### src/rtl/calc_core.sv
// calc_core: two-operand add / absolute-difference calculator with a BCD
// seven-segment display output.
//
// Operand A is captured from x on the first debounced button press and
// operand B on the second. The core then computes A+B, or |A-B| when op_sub
// is high, converts the result to BCD with a sequential double-dabble engine
// and shows it on DIGITS registered seven-segment digits.
//
// Parameters:
//   WIDTH            operand width; the result is WIDTH+1 bits
//   DIGITS           number of displayed decimal digits
//   DEBOUNCE_CYCLES  stable cycles required before the debounced level flips
//
// Ports:
//   clk           clock
//   rst           synchronous active-high reset
//   button        raw push-button, active-high, asynchronous to clk
//   x             operand switches, unsigned
//   op_sub        0 = add, 1 = subtract; sampled together with operand B
//   seg           seg[7k+6:7k] drives digit k (k=0 least significant),
//                 bit 0 = segment a ... bit 6 = segment g, active-high
//   neg           the last subtraction had A < B
//   busy          high while the BCD conversion runs
//   result_valid  one-cycle pulse when seg/neg first show a new result
//
// Build option:
//   CALC_LEADING_ZERO_BLANK_EN  when defined, leading zero digits above digit 0
//                               are blanked instead of showing "0".
module calc_core #(
  parameter int unsigned WIDTH           = 4,
  parameter int unsigned DIGITS          = 2,
  parameter int unsigned DEBOUNCE_CYCLES = 16
) (
  input  logic                  clk,
  input  logic                  rst,
  input  logic                  button,
  input  logic [WIDTH-1:0]      x,
  input  logic                  op_sub,
  output logic [7*DIGITS-1:0]   seg,
  output logic                  neg,
  output logic                  busy,
  output logic                  result_valid
);

  localparam int unsigned RW    = WIDTH + 1;
  localparam int unsigned BcdW  = 4 * DIGITS;
  localparam int unsigned CntW  = $clog2(DEBOUNCE_CYCLES + 1);
  localparam int unsigned StepW = $clog2(RW + 1);

  function automatic bit digits_fit();
    longint unsigned p = 1;
    for (int unsigned i = 0; i < DIGITS; i++) p = p * 10;
    return p > ((64'd1 << RW) - 64'd2);
  endfunction

  if (!digits_fit()) begin : gen_digits_check
    $error("calc_core: DIGITS too small for the largest result");
  end
  if (DEBOUNCE_CYCLES < 1) begin : gen_debounce_check
    $error("calc_core: DEBOUNCE_CYCLES must be at least 1");
  end

  function automatic logic [6:0] seg7(input logic [3:0] d);
    case (d)
      4'd0:    seg7 = 7'b0111111;
      4'd1:    seg7 = 7'b0000110;
      4'd2:    seg7 = 7'b1011011;
      4'd3:    seg7 = 7'b1001111;
      4'd4:    seg7 = 7'b1100110;
      4'd5:    seg7 = 7'b1101101;
      4'd6:    seg7 = 7'b1111101;
      4'd7:    seg7 = 7'b0000111;
      4'd8:    seg7 = 7'b1111111;
      4'd9:    seg7 = 7'b1101111;
      default: seg7 = 7'b0000000;
    endcase
  endfunction

  // Button synchroniser and debouncer
  logic            meta_q, sync_q, level_q, level_prev_q;
  logic [CntW-1:0] cnt_q;
  logic            press_evt;

  always_ff @(posedge clk) begin
    if (rst) begin
      meta_q       <= 1'b0;
      sync_q       <= 1'b0;
      level_q      <= 1'b0;
      level_prev_q <= 1'b0;
      cnt_q        <= '0;
    end else begin
      meta_q       <= button;
      sync_q       <= meta_q;
      level_prev_q <= level_q;
      if (sync_q != level_q) begin
        if (cnt_q == CntW'(DEBOUNCE_CYCLES - 1)) begin
          level_q <= ~level_q;
          cnt_q   <= '0;
        end else begin
          cnt_q <= cnt_q + 1'b1;
        end
      end else begin
        cnt_q <= '0;
      end
    end
  end

  // Rising edge of the debounced level only; release is silent.
  assign press_evt = level_q & ~level_prev_q;

  // Calculator FSM and double-dabble datapath
  typedef enum logic [1:0] {StCapA, StCapB, StConvert, StShow} state_e;

  state_e              state_q, state_d;
  logic [WIDTH-1:0]    a_q, a_d;
  logic [RW-1:0]       bin_q, bin_d, bin_step;
  logic [BcdW-1:0]     bcd_q, bcd_d, bcd_adj, bcd_step;
  logic [StepW-1:0]    step_q, step_d;
  logic                neg_next_q, neg_next_d;
  logic                neg_q, neg_d;
  logic [7*DIGITS-1:0] seg_q, seg_d, seg_new;
  logic                valid_q, valid_d;
  logic [BcdW+RW-1:0]  dd_shift;

  // One double-dabble step: add 3 to every nibble >= 5, then shift left.
  always_comb begin
    bcd_adj = bcd_q;
    for (int k = 0; k < int'(DIGITS); k++) begin
      if (bcd_q[4*k+:4] >= 4'd5) bcd_adj[4*k+:4] = bcd_q[4*k+:4] + 4'd3;
    end
    dd_shift = {bcd_adj, bin_q} << 1;
    bcd_step = dd_shift[RW+:BcdW];
    bin_step = dd_shift[RW-1:0];
  end

  // Segment image of the BCD value produced by the final step.
  always_comb begin
    logic [3:0] digit;
`ifdef CALC_LEADING_ZERO_BLANK_EN
    logic higher_nz;
    higher_nz = 1'b0;
`endif
    seg_new = '0;
    digit   = '0;
    for (int k = int'(DIGITS) - 1; k >= 0; k--) begin
      digit = bcd_step[4*k+:4];
`ifdef CALC_LEADING_ZERO_BLANK_EN
      if (k != 0 && !higher_nz && digit == 4'd0) seg_new[7*k+:7] = 7'b0000000;
      else                                       seg_new[7*k+:7] = seg7(digit);
      higher_nz = higher_nz | (digit != 4'd0);
`else
      seg_new[7*k+:7] = seg7(digit);
`endif
    end
  end

  always_comb begin
    state_d    = state_q;
    a_d        = a_q;
    bin_d      = bin_q;
    bcd_d      = bcd_q;
    step_d     = step_q;
    neg_next_d = neg_next_q;
    neg_d      = neg_q;
    seg_d      = seg_q;
    valid_d    = 1'b0;
    case (state_q)
      StCapA: begin
        if (press_evt) begin
          a_d     = x;
          state_d = StCapB;
        end
      end
      StCapB: begin
        if (press_evt) begin
          if (op_sub) begin
            bin_d      = (a_q >= x) ? RW'(a_q - x) : RW'(x - a_q);
            neg_next_d = (a_q < x);
          end else begin
            bin_d      = RW'(a_q) + RW'(x);
            neg_next_d = 1'b0;
          end
          bcd_d   = '0;
          step_d  = '0;
          state_d = StConvert;
        end
      end
      StConvert: begin
        // Presses in this state are dropped on purpose.
        bin_d  = bin_step;
        bcd_d  = bcd_step;
        step_d = step_q + 1'b1;
        if (step_q == StepW'(RW - 1)) begin
          seg_d   = seg_new;
          neg_d   = neg_next_q;
          valid_d = 1'b1;
          state_d = StShow;
        end
      end
      StShow: begin
        if (press_evt) begin
          a_d     = x;
          state_d = StCapB;
        end
      end
      default: state_d = StCapA;
    endcase
  end

  always_ff @(posedge clk) begin
    if (rst) begin
      state_q    <= StCapA;
      a_q        <= '0;
      bin_q      <= '0;
      bcd_q      <= '0;
      step_q     <= '0;
      neg_next_q <= 1'b0;
      neg_q      <= 1'b0;
      seg_q      <= '0;
      valid_q    <= 1'b0;
    end else begin
      state_q    <= state_d;
      a_q        <= a_d;
      bin_q      <= bin_d;
      bcd_q      <= bcd_d;
      step_q     <= step_d;
      neg_next_q <= neg_next_d;
      neg_q      <= neg_d;
      seg_q      <= seg_d;
      valid_q    <= valid_d;
    end
  end

  assign seg          = seg_q;
  assign neg          = neg_q;
  assign busy         = (state_q == StConvert);
  assign result_valid = valid_q;

endmodule

### config.mk
export PLATFORM = sky130hd
export DESIGN_NAME = calc_core
export DESIGN_NICKNAME = d
export VERILOG_FILES = /design/src/rtl/calc_core.sv
export SDC_FILE = /design/constraint.sdc
export NUM_CORES = 1
export LEC_CHECK = 0
export CORE_MARGIN = 2
export CORE_UTILIZATION = 45
export DETAILED_ROUTE_END_ITERATION = 12
export SETUP_SLACK_MARGIN = 0.3
export SLEW_MARGIN = 20
export SYNTH_ARGS = -nofsm -noshare
export SYNTH_HDL_FRONTEND = slang
export SYNTH_SLANG_ARGS = --single-unit
### constraint.sdc
create_clock -name clk -period 2.45 [get_ports clk]
set_input_delay 0.49 -clock clk [delete_from_list [all_inputs] [get_ports clk]]
set_output_delay 0.49 -clock clk [all_outputs]
set_load 0.005 [all_outputs]
==> results.txt <==
----------------------------------------------------
[Run status]
  Status ... complete, no violations

[Final layout]
  Non-Filler Instances ... between 400 and 500
  Final layout net count ... 428
  Antenna Diode Count ... 0
  Area of all placed cells without fillers ... 0.00364 mm^2
  Area growth from synthesis to final layout ... 26.4%
  Fraction of layout instances using a drive strength above 1 ... 0.183
  Fillers ... ~580

[STA]
  RSZ-0062 raised after global routing ... true
  Clock Skews ... between 0.005 and 0.006 ns
  Max Fclk ... 474 MHz
  Setup TNS ... 0 ns
  Final worst slack ... 0.340 ns
  Final period demand of the worst path ... roughly 2.1 ns
  Slew Limit Headroom ... 0.591
  Final-report setup violation count ... 0
  Slew at the pin closest to its max-slew limit ... approximately 0.61 ns
  Number of hold violations in the final report ... 0
  Period utilisation layout ... 0.861
  Final-report max-slew violation count ... 0

[GRT]
  Global-route usage over all layers ... 0.183
  Final global-route overflow total ... 0
  Maximum number of pins on one net before global-route repair ... between 40 and 50
  Initial antenna violation count ... 0
  First-pass GRT wire length ... between 10 and 15 mm
  Number of global-route vias before repair ... about 2300

[Die]
  Number of top-level pins ... 25
  Initial Utilization ... 0.459
  Floorplan row count ... 29
  Die outline width ... 84.0 um
  Die Ht ... 84.0 um
  Core Footprint ... approximately 0.0063 mm^2
  Die area ... between 0.007 and 0.008 mm^2

[CTS]
  Post-CTS Hold Buffers ... 0
  H-tree levels ... 2
  Clock-pin slew reported for the worst setup and hold paths after clock tree synthesis ... 0.09 ns
  Maximum root-to-sink buffer count ... 2
  TritonCTS sink count ... 48
  Master cell of the clock root buffer ... clkbuf_8
  TritonCTS clock tree ... done
  TritonCTS buffer count ... 5
  Worst-Skew Late Latency ... around 0.31 ns

[Worst setup path]
  Worst-path maximum fanout ... 4
  Crit path capture type ... flip-flop
  Data arrival, critical path ... 2.32 ns
  Flop-to-flop setup slack ... 0.42 ns
  Data required time of the critical path ... 2.66 ns
  Classification of the worst setup path ... input pin to flip-flop
  Kind of launch point of the worst setup path ... input pin

[Power]
  Total power ... approximately 0.0022 W
  Max rail drop VDD ... approximately 640 uV
  Leakage power of the design ... 1.42 nW
  Power density relative to cell area ... 616 mW/mm^2

[Routing]
  DR iter-0 viols ... 132
  Average routed wire per standard cell ... between 10 and 15 um
  Routed via count divided by cell count ... 5.22
  Total wirelength of the detailed-routed design ... 6.31 mm
  Vias after detailed routing ... around 2400
  Final routed DRC violation total ... 0
  Post-route antenna net violation count ... 0
  Number of optimization iterations in the first detailed-route pass ... 4

[Synthesis]
  Synth Area per Inst ... approximately 8.4 um^2
  Top post-synthesis cells by area ... dfxtp_1 33%, ha_1 13%, a21oi_1 5.0%
  Number of instances in the synthesized netlist ... around 340
  Sequential area share after synthesis ... 0.333
  Top cells by count, synth ... 48 x dfxtp_1, 37 x nor2_1, 31 x ha_1, 30 x nand2_1
  Proportion of synthesized flip-flops having asynchronous set or reset ... 0
  Yosys warns ... 0
  Number of flops mapped to enable cells by yosys ... 0
  Dominant synthesized flop cell ... dfxtp_1
  Top cell type's share of synthesized area ... 0.333
  Cell area after synthesis ... 0.00288 mm^2
  Most frequent cell after synthesis ... dfxtp_1
  Number of nets produced by synthesis ... around 390
  Number of different library cells in the post-synthesis netlist ... 53
  Area leader, netlist ... dfxtp_1
  Number of storage elements in the synthesis netlist ... 48

[Place]
  Setup slack after placement ... -0.139 ns
  Half-perimeter wire length after detailed placement ... ~4.6 mm
  DP Cell Count ... between 400 and 500
  DP Area ... about 0.0033 mm^2
  Routability-driven placement congestion ratio ... roughly 0.90
  # port buffers ... 24

[Flow run]
  Count of max-cap constraint violations ... 0

[Min path]
  Worst hold path class ... flip-flop to flip-flop

----------------------------------------------------
[what timing repair did]
item                                    in CTS  in global routing
pin swaps                                    3                 12
endpoints found under the setup margin       6                 11
setup buffers                                2                  4
gates resized for setup                      3                 26
[final timing paths]
| kind | startpoint | to | depth (start not counted) |
|---|---|---|---|
| setup / recovery | x[1] | bin_q[4]$_SDFFE_PP0P_ | 10 |
| hold / removal | meta_q$_SDFF_PP0_ | sync_q$_SDFF_PP0_ | 1 |
| hold reg to reg | meta_q$_SDFF_PP0_ | sync_q$_SDFF_PP0_ | 1 |
| setup reg to reg | bcd_q[0]$_SDFFE_PP0P_ | seg[2]$_SDFFE_PP0P_ | 9 |
[final cells by class]
class / count / area [um^2] / share of cell area
multi-input cells: 251 / 1880 / 0.517
flip-flops and latches: 48 / 963 / 0.264
clock inverters: 3 / 68.8 / 0.0189
repair buffers: 50 / 450 / 0.124
clock buffers: 5 / 68.8 / 0.0189
inverters: 30 / 113 / 0.0309
well taps: 77 / 96.3 / 0.0264
[critical path, cell delays in order]
cell and delay, ns:
clkdlybuf4s50_1 0.49, inv_2 0.06, ha_4 0.30, nand2b_4 0.06, a21oi_2 0.17, nand2b_4 0.16, buf_4 0.11, mux2i_1 0.17
a21oi_1 0.11, o21a_1 0.20
[cell usage in the layout, fill, tap and decap left out, drive strengths merged, types with 2 or more instances in the layout]
cell and instances:
dfxtp 48, nor2 38, a21oi 32, inv 31
ha 31, nand2 30, buf 26, clkdlybuf4s50 23
nand3 12, nor3 12, o21ai 12, xnor2 8
nand2b 7, nor2b 6, a22oi 6, mux2i 5
o21a 5, clkbuf 5, nor3b 5, a21o 4
a211oi 3, xor2 3, o31ai 3, fa 3
and3 2, or3 2, a311o 2, a311oi 2
a31oi 2, bufinv 2, and2 2
[cells by family after synthesis]
logic type | share of synthesized area
flip-flops | 0.333
AO/OA/AOI/OAI | 0.188
AND/OR/NAND/NOR | 0.201
adder cells (fa/ha/maj) | 0.155
multiplexers | 0.0226
buffers and inverters | 0.0590
XOR/XNOR | 0.0400
[power breakdown]
group / switching [W] / total [W] / leakage [nW] / internal (W)
registers: 0.0000429 / 0.000882 / 0.389 / 0.000839
clock network: 0.000290 / 0.000701 / 0.0687 / 0.000411
logic: 0.000379 / 0.000661 / 0.963 / 0.000283
[metal layers]
metal | GRT usage | up-vias | share of wire
met5 | 0 | - | 0
met4 | 0.0543 | 0 | 0.0094
met3 | 0.0386 | 6 | 0.023
met2 | 0.289 | 22 | 0.47
met1 | 0.251 | 1127 | 0.50
li1 | - | 1265 | -
[per-stage QoR]
step | utilization | hold slack (ns)
after global routing | 0.580 | 0.480
after detailed placement | 0.529 | 0.440
after floorplan | - | 0.414
after CTS | 0.555 | 0.461
after global placement | 0.529 | 0.429
final | 0.580 | 0.450
[state kept, by name, summed over array words and instances, names as in the netlist]
register      count
seg              14
state_q           2
bcd_q             8
result_valid      1
sync_q            1
step_q            3
level_q           1
level_prev_q      1
neg               1
neg_next_q        1
bin_q             5
meta_q            1
cnt_q             5
a_q               4
Power figures use the tool's default switching activity.
